$ cat src/rtl/credit_display_mux.sv
// Multiplexed seven-segment credit display: sequential binary-to-BCD
// conversion, optional count-up animation, digit scan with anti-ghost blanking
// and leading-zero suppression.
module credit_display_mux #(
  parameter int unsigned NUM_DIGITS  = 5,
  parameter int unsigned VALUE_W     = 12,
  parameter int unsigned REFRESH_DIV = 4096,
  parameter int unsigned BLANK_CYC   = 64,
  parameter int unsigned STEP_DIV    = 1 << 20
) (
  input  logic                  clk,
  input  logic                  reset_n,
  input  logic [VALUE_W-1:0]    value,
  input  logic                  load,
  input  logic                  animate,
  input  logic                  blank_lz,
  output logic [NUM_DIGITS-1:0] enable_sel,
  output logic [6:0]            seg,
  output logic                  busy,
  output logic                  overflow
);

  function automatic logic [63:0] pow10(input int unsigned n);
    logic [63:0] p;
    p = 64'd1;
    for (int unsigned i = 0; i < n; i++) p = p * 64'd10;
    return p;
  endfunction

  function automatic logic [6:0] seg_code(input logic [3:0] d);
    case (d)
      4'd0:    seg_code = 7'h40;
      4'd1:    seg_code = 7'h79;
      4'd2:    seg_code = 7'h24;
      4'd3:    seg_code = 7'h30;
      4'd4:    seg_code = 7'h19;
      4'd5:    seg_code = 7'h12;
      4'd6:    seg_code = 7'h02;
      4'd7:    seg_code = 7'h78;
      4'd8:    seg_code = 7'h00;
      4'd9:    seg_code = 7'h10;
      default: seg_code = 7'h7F;
    endcase
  endfunction

  // Work BCD register holds enough digits for any VALUE_W-bit number
  localparam int unsigned BCD_N  = (VALUE_W * 3) / 10 + 1;
  localparam int unsigned BCD_W  = 4 * BCD_N;
  localparam int unsigned DIG_W  = 4 * NUM_DIGITS;
  localparam int unsigned EXT_W  = BCD_W + DIG_W;
  localparam int unsigned RCNT_W = (REFRESH_DIV > 1) ? $clog2(REFRESH_DIV) : 1;
  localparam int unsigned IDX_W  = (NUM_DIGITS > 1) ? $clog2(NUM_DIGITS) : 1;
  localparam int unsigned SCNT_W = (STEP_DIV > 1) ? $clog2(STEP_DIV) : 1;
  localparam int unsigned BCNT_W = $clog2(VALUE_W);
  localparam logic [63:0] MAX_SHOWN = pow10(NUM_DIGITS) - 64'd1;

  typedef enum logic [1:0] {IDLE = 2'd0, CONVERT = 2'd1, STEP_WAIT = 2'd2} state_t;

  state_t              state, state_n;
  logic [VALUE_W-1:0]  target, target_n, shown, shown_n, bin, bin_n;
  logic                pending, pending_n, pend_anim, pend_anim_n, anim, anim_n;
  logic [BCD_W-1:0]    bcd, bcd_n, bcd_adj, bcd_step;
  logic [EXT_W-1:0]    bcd_ext;
  logic [BCNT_W-1:0]   bit_cnt, bit_cnt_n;
  logic [SCNT_W-1:0]   step_cnt, step_cnt_n;
  logic [DIG_W-1:0]    digits, digits_n;
  logic                overflow_n, busy_n;
  logic                start, start_anim, last_bit, step_done;
  logic [VALUE_W-1:0]  start_val;
  logic [RCNT_W-1:0]   rcnt, rcnt_n;
  logic [IDX_W-1:0]    idx, idx_n;
  logic                rcnt_wrap, nz_seen, cur_blank;
  logic [NUM_DIGITS-1:0] lz_mask, enable_n;
  logic [3:0]          cur_digit;
  logic [6:0]          seg_n;

  assign last_bit  = (bit_cnt == BCNT_W'(VALUE_W - 1));
  assign step_done = (step_cnt == SCNT_W'(STEP_DIV - 1));

  // One shift-add-3 step: correct each BCD digit, then shift in the next binary bit
  always_comb begin
    bcd_adj = bcd;
    for (int i = 0; i < int'(BCD_N); i++) begin
      if (bcd[4*i +: 4] >= 4'd5) bcd_adj[4*i +: 4] = bcd[4*i +: 4] + 4'd3;
    end
    bcd_step = {bcd_adj[BCD_W-2:0], bin[VALUE_W-1]};
    bcd_ext  = EXT_W'(bcd_step);
  end

  // State register
  always_ff @(posedge clk or negedge reset_n) begin
    if (!reset_n) state <= IDLE;
    else          state <= state_n;
  end

  // Next state; a load (fresh or pending) restarts conversion
  always_comb begin
    state_n    = state;
    start      = 1'b0;
    start_val  = value;
    start_anim = animate;
    case (state)
      IDLE: begin
        if (load) begin
          start = 1'b1;
        end else if (pending) begin
          start      = 1'b1;
          start_val  = target;
          start_anim = pend_anim;
        end
      end
      CONVERT: begin
        if (last_bit) state_n = (anim && (shown < target)) ? STEP_WAIT : IDLE;
      end
      STEP_WAIT: begin
        // A load arriving now becomes pending and is taken next cycle
        if (pending && !load) begin
          start      = 1'b1;
          start_val  = target;
          start_anim = pend_anim;
        end else if (!pending && !load && step_done) begin
          state_n = CONVERT;
        end
      end
      default: state_n = IDLE;
    endcase
    if (start) state_n = CONVERT;
  end

  // Datapath next values and registered status outputs
  always_comb begin
    target_n    = target;
    shown_n     = shown;
    pending_n   = pending;
    pend_anim_n = pend_anim;
    anim_n      = anim;
    bin_n       = bin;
    bcd_n       = bcd;
    bit_cnt_n   = bit_cnt;
    step_cnt_n  = step_cnt;
    digits_n    = digits;
    overflow_n  = overflow;
    if (start) begin
      target_n  = start_val;
      pending_n = 1'b0;
      if (start_anim && (start_val > shown)) begin
        shown_n = shown + VALUE_W'(1);
        anim_n  = 1'b1;
      end else begin
        shown_n = start_val;
        anim_n  = 1'b0;
      end
      bin_n      = shown_n;
      bcd_n      = '0;
      bit_cnt_n  = '0;
      step_cnt_n = '0;
    end else begin
      case (state)
        CONVERT: begin
          bin_n     = bin << 1;
          bcd_n     = bcd_step;
          bit_cnt_n = bit_cnt + BCNT_W'(1);
          if (last_bit) begin
            if (64'(shown) > MAX_SHOWN) begin
              digits_n   = {NUM_DIGITS{4'h9}};
              overflow_n = 1'b1;
            end else begin
              digits_n   = bcd_ext[DIG_W-1:0];
              overflow_n = 1'b0;
            end
            if (state_n == IDLE) anim_n = 1'b0;
            step_cnt_n = '0;
          end
        end
        STEP_WAIT: begin
          if (state_n == CONVERT) begin
            shown_n    = shown + VALUE_W'(1);
            bin_n      = shown + VALUE_W'(1);
            bcd_n      = '0;
            bit_cnt_n  = '0;
            step_cnt_n = '0;
          end else if (!pending && !load) begin
            step_cnt_n = step_cnt + SCNT_W'(1);
          end
        end
        default: ;
      endcase
    end
    if (load && (state != IDLE)) begin
      target_n    = value;
      pending_n   = 1'b1;
      pend_anim_n = animate;
    end
    busy_n = (state_n != IDLE) || pending_n;
  end

  // Datapath registers
  always_ff @(posedge clk or negedge reset_n) begin
    if (!reset_n) begin
      target    <= '0;
      shown     <= '0;
      pending   <= 1'b0;
      pend_anim <= 1'b0;
      anim      <= 1'b0;
      bin       <= '0;
      bcd       <= '0;
      bit_cnt   <= '0;
      step_cnt  <= '0;
      digits    <= '0;
      overflow  <= 1'b0;
      busy      <= 1'b0;
    end else begin
      target    <= target_n;
      shown     <= shown_n;
      pending   <= pending_n;
      pend_anim <= pend_anim_n;
      anim      <= anim_n;
      bin       <= bin_n;
      bcd       <= bcd_n;
      bit_cnt   <= bit_cnt_n;
      step_cnt  <= step_cnt_n;
      digits    <= digits_n;
      overflow  <= overflow_n;
      busy      <= busy_n;
    end
  end

  // Leading-zero mask from committed digits; digit 0 always shown
  always_comb begin
    lz_mask = '0;
    nz_seen = 1'b0;
    for (int i = int'(NUM_DIGITS) - 1; i > 0; i--) begin
      nz_seen    = nz_seen | (digits[4*i +: 4] != 4'd0);
      lz_mask[i] = blank_lz & ~nz_seen;
    end
  end

  // Scan counters and the enable/segment pattern for the upcoming cycle
  always_comb begin
    rcnt_wrap = (rcnt == RCNT_W'(REFRESH_DIV - 1));
    rcnt_n    = rcnt_wrap ? '0 : rcnt + RCNT_W'(1);
    idx_n     = idx;
    if (rcnt_wrap) idx_n = (idx == IDX_W'(NUM_DIGITS - 1)) ? '0 : idx + IDX_W'(1);
    enable_n  = '1;
    cur_digit = 4'd0;
    cur_blank = 1'b0;
    for (int i = 0; i < int'(NUM_DIGITS); i++) begin
      if (idx_n == IDX_W'(i)) begin
        if (rcnt_n >= RCNT_W'(BLANK_CYC)) enable_n[i] = 1'b0;
        cur_digit = digits[4*i +: 4];
        cur_blank = lz_mask[i];
      end
    end
    seg_n = cur_blank ? 7'h7F : seg_code(cur_digit);
  end

  // Scan registers; seg and enables update on the same edge
  always_ff @(posedge clk or negedge reset_n) begin
    if (!reset_n) begin
      rcnt       <= '0;
      idx        <= '0;
      enable_sel <= '1;
      seg        <= 7'h7F;
    end else begin
      rcnt       <= rcnt_n;
      idx        <= idx_n;
      enable_sel <= enable_n;
      seg        <= seg_n;
    end
  end

endmodule

$ cat config.mk
export PLATFORM = sky130hd
export DESIGN_NAME = credit_display_mux
export DESIGN_NICKNAME = d
export VERILOG_FILES = /design/src/rtl/credit_display_mux.sv
export SDC_FILE = /design/constraint.sdc
export NUM_CORES = 1
export LEC_CHECK = 0
export BUFFER_PORTS_ARGS = -buffer_cell sky130_fd_sc_hd__buf_2
export CAP_MARGIN = 20
export CORE_UTILIZATION = 62
export DETAILED_ROUTE_END_ITERATION = 8
export GPL_ROUTABILITY_DRIVEN = 0
export GPL_TIMING_DRIVEN = 0
export PLACE_DENSITY = 0.82
export SLEW_MARGIN = 5
export SYNTH_ARGS = -nofsm -noshare
export SYNTH_HDL_FRONTEND = slang
export SYNTH_SLANG_ARGS = --single-unit
$ cat constraint.sdc
create_clock -name clk -period 4.5 [get_ports clk]
set_clock_uncertainty 0.05 [all_clocks]
set_input_delay 0 -clock clk [delete_from_list [all_inputs] [get_ports clk]]
set_output_delay 0 -clock clk [all_outputs]
set_load 0.005 [all_outputs]
==> impl_results.md, run 1 <==
* Outcome: complete, but fails checks
* Failing checks: DRC
* Seq. cell area at 0.003143 sq mm
* Crit Path Category: register to register
* Post-DP Area at 0.007767 sq mm
* RSZ-0062 raised after global routing: false
* Number of buffers created by CTS at 17
* DP Wirelength at 12070 um
* Max_cap viols at 0
* Power Dens Cells at 543.8 mW/mm^2
* Fin Setup TNS at 0 ns
* Port bufs at 29
* Worst R2R Path Depth at 14
* R2R setup slack at 0.31 ns
* Compound-Gate Fraction of Synth Area at 16.01%
* GRT Total Usage at 29.43%
* Largest family of logic cells by synthesized area: simple AND/OR/NAND/NOR gates
* Switching Fraction at 36.63%
* Mean area per synthesized cell at 9.159 sq um
* DIE AREA at 0.01239 sq mm
* Clock buffer depth at 2
* Hold Violations, Final at 0
* DRC violations left at 8
* Nets@finish at 932
* Maximum clock frequency at roughly 240 MHz
* ANT cells at 0
* Worst skew pair latency at 0.42 ns
* Mux cell area share after synthesis at 4.340%
* Largest net degree at the start of global routing at 82
* Crit-path cells: buf_2 -> nor3b_2 -> clkbuf_1 -> mux2_2 -> ha_1 -> nand3_1 -> or3_1 -> o21ai_1 -> and2_1 -> a31o_2 -> buf_2 -> buf_2 -> nor2_1 -> a211oi_1
* Int Power at 2.904 mW
* Share of layout cells above drive strength 1 at 13.49%
* Post-DRT Antenna Nets at 0
* Req. time, crit path at 4.77 ns
* Multi-input gate area at 0.003924 sq mm
* DRT Wirelength at 16930 um
* Rel. slew slack at between 40% and 50%
* Final setup violation count at 0
* Via density at 6.157
* H-tree Lvls at 4
* Synth unique cells at 77
* DRT Pass-1 Iters at 7
* Synth-to-Final Area Change at 13.73%
* Final period util at 93.15%
* First-pass GRT wire length at 29170 um
* CP max-delay cell: clkbuf_1
* Final min period at 4.192 ns
* Syn Std Cell Area at 0.007410 sq mm
* WP data arrival at roughly 4.5 ns
* CTS tree: built
* Clk root buf: clkbuf_16
* Sequential share of power at about 37%
* FF+latch count, synth at between 100 and 150
* Placement Rows at 39
* Class of the tightest hold or removal check: input pin to asynchronous set/reset pin
* Number of global-route vias before repair at 6294
* Number of cells on the critical path at 14
* Post-CTS Resized at 0
* Total grt overflow at 0
* Simple-gate share of the synthesized area at between 20% and 30%
* Worst path bufs/invs at 4
* Core area at 0.01152 sq mm
* Clock share of power at 26.2%
* CP delay by family, top: buffers and inverters
* Predominant post-synthesis flop cell: dfrtp_1
* Tot Pwr at approximately 4.6 mW
* Post-Syn Nets at 868
* Max-slew violation count at 0
* Routed via count at 6311
* Starting DRT DRC Count at roughly 440
* CP Launch Type: register
* Wire per inst at 16.52 um
* CP max stage delay at 0.57 ns
* Synth Area in Adders at 7.092%
* Number of synthesized flops with an enable pin at 0
* Clk slew on worst S/H paths at 0.05 ns
* Max FO, Critical Path at 10
* VDD IR max at ~0.38 mV
* Fill cells at 797
* XOR/XNOR Fraction of Synth Area at 4.019%
* Final Cell Area at 0.008427 sq mm
* Leak at 3.827 nW
* Sequential-to-total area share from yosys stat at 42.42%
* Cells after synthesis at between 800 and 900
* Worst slew pin tran at 0.8072 ns
* # IOs at 31
* Die Wd at 111.3 um
* Ys async rst share at between 90% and 100%
* Initial Util at 64.34%
* Logic pwr share at between 30 and 40%
* NetSw at about 1.7 mW
* # clock sinks at 125
* Die height at 111.3 um
* Initial antenna violation count at 0
* Nature of the critical path endpoint: register
* Most frequent CP cell: buf_2
* Total number of yosys warnings at 0
## power by group through the flow
stage | registers (mW) | logic, mW | clock network [mW]
after floorplan | 1.63 | 1.24 | 0
after global placement | 1.68 | 1.56 | 0
after detailed placement | 1.69 | 1.65 | 0
after CTS | 1.68 | 1.67 | 1.22
after global routing | 1.72 | 1.90 | 1.26
final | 1.69 | 1.69 | 1.20
## per-stage QoR
stage	utilization, %	instances	hold WS, ns	worst slack [ns]
after detailed placement	67.45	982	-0.09561	0.4703
after global routing	73.17	1025	0.06577	0.1251
final	73.17	1025	0.02472	0.3082
after global placement	67.16	981	0.1701	0.5001
after floorplan	-	809	-0.3456	1.038
after CTS	73.17	1025	0.01687	0.4063
## cell usage in the layout (no fill, tap or decap), types with 4 or more instances in the layout
cell           instances
a21boi_0               6
a21o_1                 5
a21oi_1               34
a221o_1                6
a31oi_1                9
and2_1                 8
and3_1                11
buf_2                 37
buf_6                  4
clkbuf_1              21
clkbuf_16             17
clkbuf_8               4
dfrtp_1              113
dfstp_2               12
dlygate4sd3_1         15
ha_1                  42
inv_1                 47
mux2_2                18
mux2i_1                7
nand2_1              108
nand2b_1               9
nand3_1               37
nand3b_1               4
nand4_1               14
nor2_1                55
nor2b_1                6
nor3_1                16
o2111ai_1              4
o211ai_1               4
o21a_1                 5
o21ai_0               63
o21ai_1                9
o21bai_1               4
o311ai_0               7
o31ai_1                8
or3_1                 18
xnor2_1               20
xor2_1                14
## final cells by class
cell class | count | area share (%)
clock inverters | 2 | 0.1188
clock buffers | 26 | 5.924
flip-flops and latches | 125 | 37.30
plain buffers | 32 | 1.871
inverters | 48 | 2.197
multi-input cells | 604 | 46.56
repair buffers | 45 | 3.905
well taps | 143 | 2.123
## final timing paths
path,startpoint,to
worst min-delay path,reset_n,rcnt[3]
worst max-delay path,state[0],shown[0]
worst max register to register,state[0],shown[0]
min in group clk,load,target[2]
worst min register to register,rcnt[0],rcnt[0]
max in group asynchronous,reset_n,bcd[13]
## kinds of logic after synthesis
logic type,count (synthesis)
adder cells (fa/ha/maj),42
AO/OA/AOI/OAI,185
AND/OR/NAND/NOR,315
flip-flops,125
XOR/XNOR,34
multiplexers,27
other,1
buffers and inverters,80
## registers in the layout, indices dropped and copies added, names as in the netlist
| signal | flops |
|---|---|
| digits | 16 |
| state | 2 |
| enable_sel | 5 |
| bit_cnt | 4 |
| bcd | 16 |
| busy | 1 |
| seg | 7 |
| anim | 1 |
| bin | 12 |
| target | 12 |
| shown | 12 |
| pend_anim | 1 |
| pending | 1 |
| step_cnt | 20 |
| idx | 3 |
| rcnt | 12 |
## layer usage
layer  global-route usage [%]  wire [um]  vias up
met5                        0          0        -
met4                    13.60        398        0
met3                    5.522        870       33
met2                    50.17       8453      201
met1                    36.34       7210     3066
li1                         -          -     3011
## synthesized netlist by cell type, drive strengths merged, types with 12 or more instances
library cell,number,area (sq um)
a21oi,34,170.2
and3,12,80.08
buf,16,97.59
clkbuf,16,60.06
dfrtp,113,2828
dfstp,12,315.3
ha,42,525.5
inv,48,185.2
mux2,18,202.7
nand2,108,405.4
nand3,40,215.2
nand4,14,87.58
nor2,57,224.0
nor3,16,80.08
o21ai,72,360.3
or3,18,112.6
xnor2,20,175.2
xor2,14,122.6
## worst reg2reg max path: stages, from the launching register on
cell and delay [ns]:
dfrtp_1 0.35, buf_2 0.17, nor3b_2 0.39, clkbuf_1 0.58, mux2_2 0.45, ha_1 0.31
nand3_1 0.10, or3_1 0.43, o21ai_1 0.22, and2_1 0.16, a31o_2 0.11, buf_2 0.24
buf_2 0.29, nor2_1 0.08, a211oi_1 0.19
## repair_timing
action                    CTS  global route
buffers inserted            0             0
hold endpoints to repair  160             0
hold buffers               15             0
(Power assumes the default switching activity.)
==> run 2, diff against run 1 <==
--- a/config.mk
+++ b/config.mk
@@ -12,6 +12,7 @@
 export GPL_ROUTABILITY_DRIVEN = 0
 export GPL_TIMING_DRIVEN = 0
 export PLACE_DENSITY = 0.82
+export REMOVE_ABC_BUFFERS = 1
 export SLEW_MARGIN = 5
 export SYNTH_ARGS = -nofsm -noshare
 export SYNTH_HDL_FRONTEND = slang
==> constraint.sdc (replaced) <==
create_clock -name clk -period 4.5 [get_ports clk]
set_clock_uncertainty 0.05 [all_clocks]
set_input_delay 0.225 -clock clk [delete_from_list [all_inputs] [get_ports clk]]
set_output_delay 0.225 -clock clk [all_outputs]
set_load 0.005 [all_outputs]
==> run 2 against run 1 <==
The flow still finishes with violations (DRC). Worst setup slack improved by 0.17 ns. Via count decreased by 1.8%. Global-route usage is 0.93 points lower. Clock power is 18% higher. Final cell count down 2.7%. Register-to-register slack better by 0.17 ns. Die area unchanged. Count of clock-buffer cells in the layout decreased by 5. Sequential power hardly changed. Worst hold slack worse by 0.013 ns. Highest routed layer unchanged.
==> impl_results.md, run 2 (synthesis results as in run 1) <==
* RSZ-0062 raised after global routing: false
* H-tree Lvls at 4 (unchanged)
* Clock buffer depth at 2 (unchanged)
* CP Launch Type: register
* GRT Total Usage at 28.50% (-0.93 points)
* CTS tree: built
* DRC violations left at 7 (-1)
* Hold Violations, Final at 0 (unchanged)
* Most common cell after layout, fill and taps aside: dfrtp_1
* Routed via count at 6198 (-1.8%)
* Class of the tightest hold or removal check: input pin to register
* Initial Util at 64.34% (unchanged)
* Max_cap viols at 0 (unchanged)
* Nets@finish at 900 (-3.4%)
* Number of global-route vias before repair at 6285 (-0.14%)
* Die Wd at 111.3 um (unchanged)
* Final setup violation count at 0 (unchanged)
* Worst slew pin tran at 1.010 ns (+0.2027 ns)
* DRT Wirelength at 16180 um (-4.5%)
* Top Registers: step_cnt x20, bcd x16, digits x16
* # clock sinks at 125 (unchanged)
* Final period util at 89.47% (-3.7 points)
* Die height at 111.3 um (unchanged)
* Max-slew violation count at 0 (unchanged)
* Pre-CTS setup slack at 0.4543 ns (-0.01599 ns)
* ANT cells at 0 (unchanged)
* Most frequent cells in the layout: dfrtp_1 (113), nand2_1 (108), o21ai_0 (63)
* DIE AREA at 0.01239 sq mm (unchanged)
* First-pass GRT wire length at 28390 um (-2.7%)
* Hold_buf cts at 12 (-3)
* Initial antenna violation count at 0 (unchanged)
* DP Wirelength at 11350 um (-6.0%)
* VDD IR max at 0.2589 mV (-31%)
* Synth-to-Final Area Change at 13.07%
* Total grt overflow at 0 (unchanged)
* Starting DRT DRC Count at 597 (+34%)
* Final Non-Filler Cells at 997 (-2.7%)
* Nature of the critical path endpoint: register
* Req. time, crit path at 4.79 ns (+0.02 ns)
* Maximum clock frequency at 248.4 MHz (+4.1%)
* Port bufs at 29 (unchanged)
* Largest register by flop count: step_cnt
* Clk slew on worst S/H paths at 0.06 ns (about the same)
* Number of buffers created by CTS at 17 (unchanged)
* Dpl cells at 952 (-3.1%)
* Max FO, Critical Path at 38 (+28)
* Worst skew pair latency at 0.43 ns (about the same)
* DRT Pass-1 Iters at 8 (+1)
* Core area at 0.01152 sq mm (unchanged)
* Clk root buf: clkbuf_16
* Final min period at 4.026 ns (-0.1656 ns)
* Rel. slew slack at 32.43% (-13 points)
* Largest register FFs at 20 (unchanged)
* Share of layout cells above drive strength 1 at 13.93% (+0.44 points)
* Outcome: complete, but fails checks
* Fin Setup TNS at 0 ns (unchanged)
* Largest net degree at the start of global routing at 92 (+12%)
* WP data arrival at 4.32 ns (-0.14 ns)
* Power Dens Cells at 563.4 mW/mm^2 (+3.6%)
* Crit Path Category: register to register
* Post-CTS Resized at 0 (unchanged)
* Post-route setup slack at 0.4738 ns (+0.1656 ns)
* Final core occ at 72.75% (-0.42 points)
* Leak at 3.791 nW (-0.94%)
* Via density at 6.217 (+0.97%)
* Wire per inst at 16.23 um (-1.8%)
* Post-CTS Setup Repair Bufs at 0 (unchanged)
* Placement Rows at 39 (unchanged)
* Failing checks: DRC
* # IOs at 31 (unchanged)
* Post-DRT Antenna Nets at 0 (unchanged)
run 2: final cells by class:
type	count	area (sq um)
Tap cell	143	178.9
Inverter	48	185.2
Timing Repair Buffer	45	329.1
Multi-Input combinational cell	604	3931
Fill cell	824	3138
Clock buffer	21	470.5
Clock inverter	11	140.1
Sequential cell	125	3143
run 2: metal layers:
layer / global-route usage (%) / share of wire (%) / vias to the layer above
met5: 0 / 0 / -
met4: 15.41 / 3.2 / 0
met3: 5.522 / 4.2 / 51
met2: 50.67 / 52 / 215
met1: 32.35 / 41 / 2996
li1: - / - / 2936
run 2: worst paths after layout:
path                                  end  slack, ns      from  cells after the start
worst max-delay path             shown[4]       0.47  state[0]                     11
worst min-delay path            target[1]       0.01  value[1]                      3
worst max register to register   shown[4]       0.47  state[0]                     11
worst min register to register    rcnt[0]       0.44   rcnt[0]                      1
max in group asynchronous       target[1]       3.46   reset_n                      3
min in group asynchronous        rcnt[10]       0.21   reset_n                      2
run 2: worst max-delay path, cell delays in order, from the launching register on:
cell and delay [ns]:
dfrtp_1 0.48, nor3b_2 0.47, buf_6 0.24, mux2_2 0.39
ha_1 0.30, nand3_1 0.10, or3_1 0.42, o21ai_1 0.18
and2_1 0.14, a31o_2 0.59, mux2_2 0.40, o21ai_0 0.17
run 2: report_power, final:
group          switching (mW)  total, mW  internal, mW
Sequential              0.243       1.69          1.44
Combinational           0.928       1.63         0.699
Clock                   0.499       1.41         0.909
Total                    1.67       4.72          3.05
run 2: stage by stage:
stage,cell area (sq um),power [mW],hold WS [ns]
after global routing,8378,5.046,0.03345
final,8378,4.720,0.01186
after global placement,7576,3.171,0.3981
after detailed placement,7636,3.292,0.08153
after floorplan,7252,2.836,-0.1206
after CTS,8367,4.719,0.01245
==> run 3, diff against run 2 <==
--- a/config.mk
+++ b/config.mk
@@ -5,10 +5,10 @@
 export SDC_FILE = /design/constraint.sdc
 export NUM_CORES = 1
 export LEC_CHECK = 0
-export BUFFER_PORTS_ARGS = -buffer_cell sky130_fd_sc_hd__buf_2
 export CAP_MARGIN = 20
-export CORE_UTILIZATION = 62
+export CORE_UTILIZATION = 64
 export DETAILED_ROUTE_END_ITERATION = 8
+export DONT_BUFFER_PORTS = 1
 export GPL_ROUTABILITY_DRIVEN = 0
 export GPL_TIMING_DRIVEN = 0
 export PLACE_DENSITY = 0.82
==> run 3 against run 2 <==
The run now ends clean. First-iteration DRC count shrank 18%. Total power shrank 2.5%. Utilization rose by 1.5 points. Combinational power down 2%. Worst hold slack better by 0.029 ns. Non-clock buffer count down 25. Critical path depth unchanged. Die area decreased by 3.1%. Final cell count is 2.7% lower. Register-to-register slack improved by 0.05 ns. Critical path type unchanged. Highest routed layer unchanged.
==> impl_results.md, run 3 (synthesis results as in run 1) <==
* Outcome: finished clean
* Initial Util at 66.89% (+2.5 points)
* VDD IR max at 0.3995 mV (+54%)
* Wire per inst at 16.80 um (+3.5%)
* Initial antenna violation count at 1 (+1)
* Clock buffer depth at 2 (unchanged)
* Tot Pwr at 4.601 mW (-2.5%)
* Final setup violation count at 0 (unchanged)
* H-tree Lvls at 4 (unchanged)
* GRT Total Usage at 29.73% (+1.2 points)
* CP max-delay cell: a31o_2
* Fin Setup TNS at 0 ns (unchanged)
* Max FO, Critical Path at 38 (unchanged)
* CP Launch Type: register
* Worst skew pair latency at 0.43 ns (about the same)
* DRC violations left at 0 (-7)
* Die Wd at 109.6 um (-1.5%)
* CP max stage delay at 0.58 ns (about the same)
* # IOs at 31 (unchanged)
* Clk slew on worst S/H paths at 0.06 ns (about the same)
* Rel. slew slack at 31.00% (-1.4 points)
* Post-CTS Setup Repair Bufs at 0 (unchanged)
* Number of global-route vias before repair at 5961 (-5.2%)
* First-pass GRT wire length at 27200 um (-4.2%)
* Class of the tightest hold or removal check: input pin to register
* Final Non-Filler Cells at 970 (-2.7%)
* Hold Violations, Final at 0 (unchanged)
* DIE AREA at 0.01201 sq mm (-3.1%)
* Most frequent cells in the layout: dfrtp_1 (113), nand2_1 (108), o21ai_0 (63)
* Worst slew pin tran at 1.031 ns (+0.02132 ns)
* Starting DRT DRC Count at 488 (-18%)
* Multi-input gate area at 0.003931 sq mm (unchanged)
* Req. time, crit path at 4.79 ns (about the same)
* Placement Rows at 38 (-2.6%)
* CTS tree: built
* # clock sinks at 125 (unchanged)
* Clk root buf: clkbuf_16
* Power Dens Cells at 559.3 mW/mm^2 (-0.72%)
* Nets@finish at 875 (-2.8%)
* CP delay by family, top: simple AND/OR/NAND/NOR gates
* Largest net degree at the start of global routing at 126 (+37%)
* Top Registers: step_cnt x20, bcd x16, digits x16
* Final period util at 88.38% (-1.1 points)
* Maximum clock frequency at 251.4 MHz (+1.2%)
* Largest register by flop count: step_cnt
* WP data arrival at 4.27 ns (-0.05 ns)
* Die height at 109.6 um (-1.5%)
* Port bufs at 0 (-100%)
* Most frequent CP cell: mux2_2
* DRT Pass-1 Iters at 5 (-3)
* Synth-to-Final Area Change at 11.01%
* Number of buffers created by CTS at 17 (unchanged)
* Nature of the critical path endpoint: register
* DP Wirelength at 10840 um (-4.4%)
* Largest register FFs at 20 (unchanged)
* Crit Path Category: register to register
* Post-DRT Antenna Nets at 0 (unchanged)
* DRT Wirelength at 16300 um (+0.73%)
* Final core occ at 74.25% (+1.5 points)
* Max-slew violation count at 0 (unchanged)
* Worst path bufs/invs at 1 (unchanged)
* Via density at 6.278 (+0.99%)
* RSZ-0062 raised after global routing: false
* Max_cap viols at 0 (unchanged)
* Post-CTS Resized at 0 (unchanged)
* Core area at 0.01108 sq mm (-3.8%)
* Seq. cell area at 0.003143 sq mm (unchanged)
* Most common cell after layout, fill and taps aside: dfrtp_1
* Leak at 3.698 nW (-2.4%)
* Fill cells at 799 (-3.0%)
* Total grt overflow at 0 (unchanged)
* Share of layout cells above drive strength 1 at 10.74% (-3.2 points)
* Final min period at 3.977 ns (-0.04903 ns)
* Crit-path cells: nor3b_2 -> buf_6 -> mux2_2 -> ha_1 -> nand3_1 -> or3_1 -> o21ai_1 -> and2_1 -> a31o_2 -> mux2_2 -> o21ai_0
* Routed via count at 6090 (-1.7%)
* Dpl cells at 920 (-3.4%)
* R2R setup slack at 0.52 ns (+0.05 ns)
## run 3: cell types whose count changed in the layout (fill, tap and decap cells not counted)
cell / change
buf_4: -1
clkbuf_8: +2
diode_2: +1
dlygate4sd3_1: +3
clkinv_2: +2
buf_6: +1
clkinvlp_4: -4
bufinv_16: -2
clkbuf_1: +2
buf_2: -28
## run 3: per-stage QoR
step | worst slack, ns | hold slack [ns] | instance area, sq um
3_3_place_gp | 0.2262 | -0.1178 | 7427
6_report | 0.5228 | 0.04062 | 8225
2_1_floorplan | 0.8905 | -0.1206 | 7252
3_5_place_dp | 0.5561 | -0.1182 | 7468
4_1_cts | 0.5276 | 0.03838 | 8212
5_1_grt | 0.2793 | 0.07014 | 8225
## run 3: report_power, final
| group | leakage, nW | internal [mW] | total, mW | switching [mW] |
|---|---|---|---|---|
| sequential | 1.54 | 1.44 | 1.70 | 0.256 |
| clock | 0.287 | 0.825 | 1.31 | 0.484 |
| combinational | 1.87 | 0.682 | 1.59 | 0.909 |
| total | 3.70 | 2.95 | 4.60 | 1.65 |
## run 3: what timing repair did
action / in CTS / in global routing
hold buffers: 16 / 0
setup endpoints to repair: 0 / 0
hold endpoints to repair: 139 / 0
## run 3: cell type report
type	count	area share, %
multi-input cells	604	47.79
flip-flops and latches	125	38.21
clock buffers	25	6.145
repair buffers	20	2.708
inverters	48	2.251
well taps	140	2.130
clock inverters	7	0.7301
diodes	1	0.03042
## run 3: final timing paths
check	startpoint	to	cells after the start
setup / recovery	state[0]	shown[4]	11
hold / removal	blank_lz	seg[5]	2
setup reg to reg	state[0]	shown[4]	11
hold reg to reg	rcnt[0]	rcnt[0]	1
max in group asynchronous	reset_n	shown[2]	2
min in group asynchronous	reset_n	rcnt[11]	2
## run 3: layer usage
metal / part of all wire, % / track usage, % / routed length, um
met5: 0 / 0 / 0
met4: 1.8 / 13.05 / 299
met3: 4.1 / 5.868 / 669
met2: 52 / 53.01 / 8408
met1: 42 / 34.63 / 6920
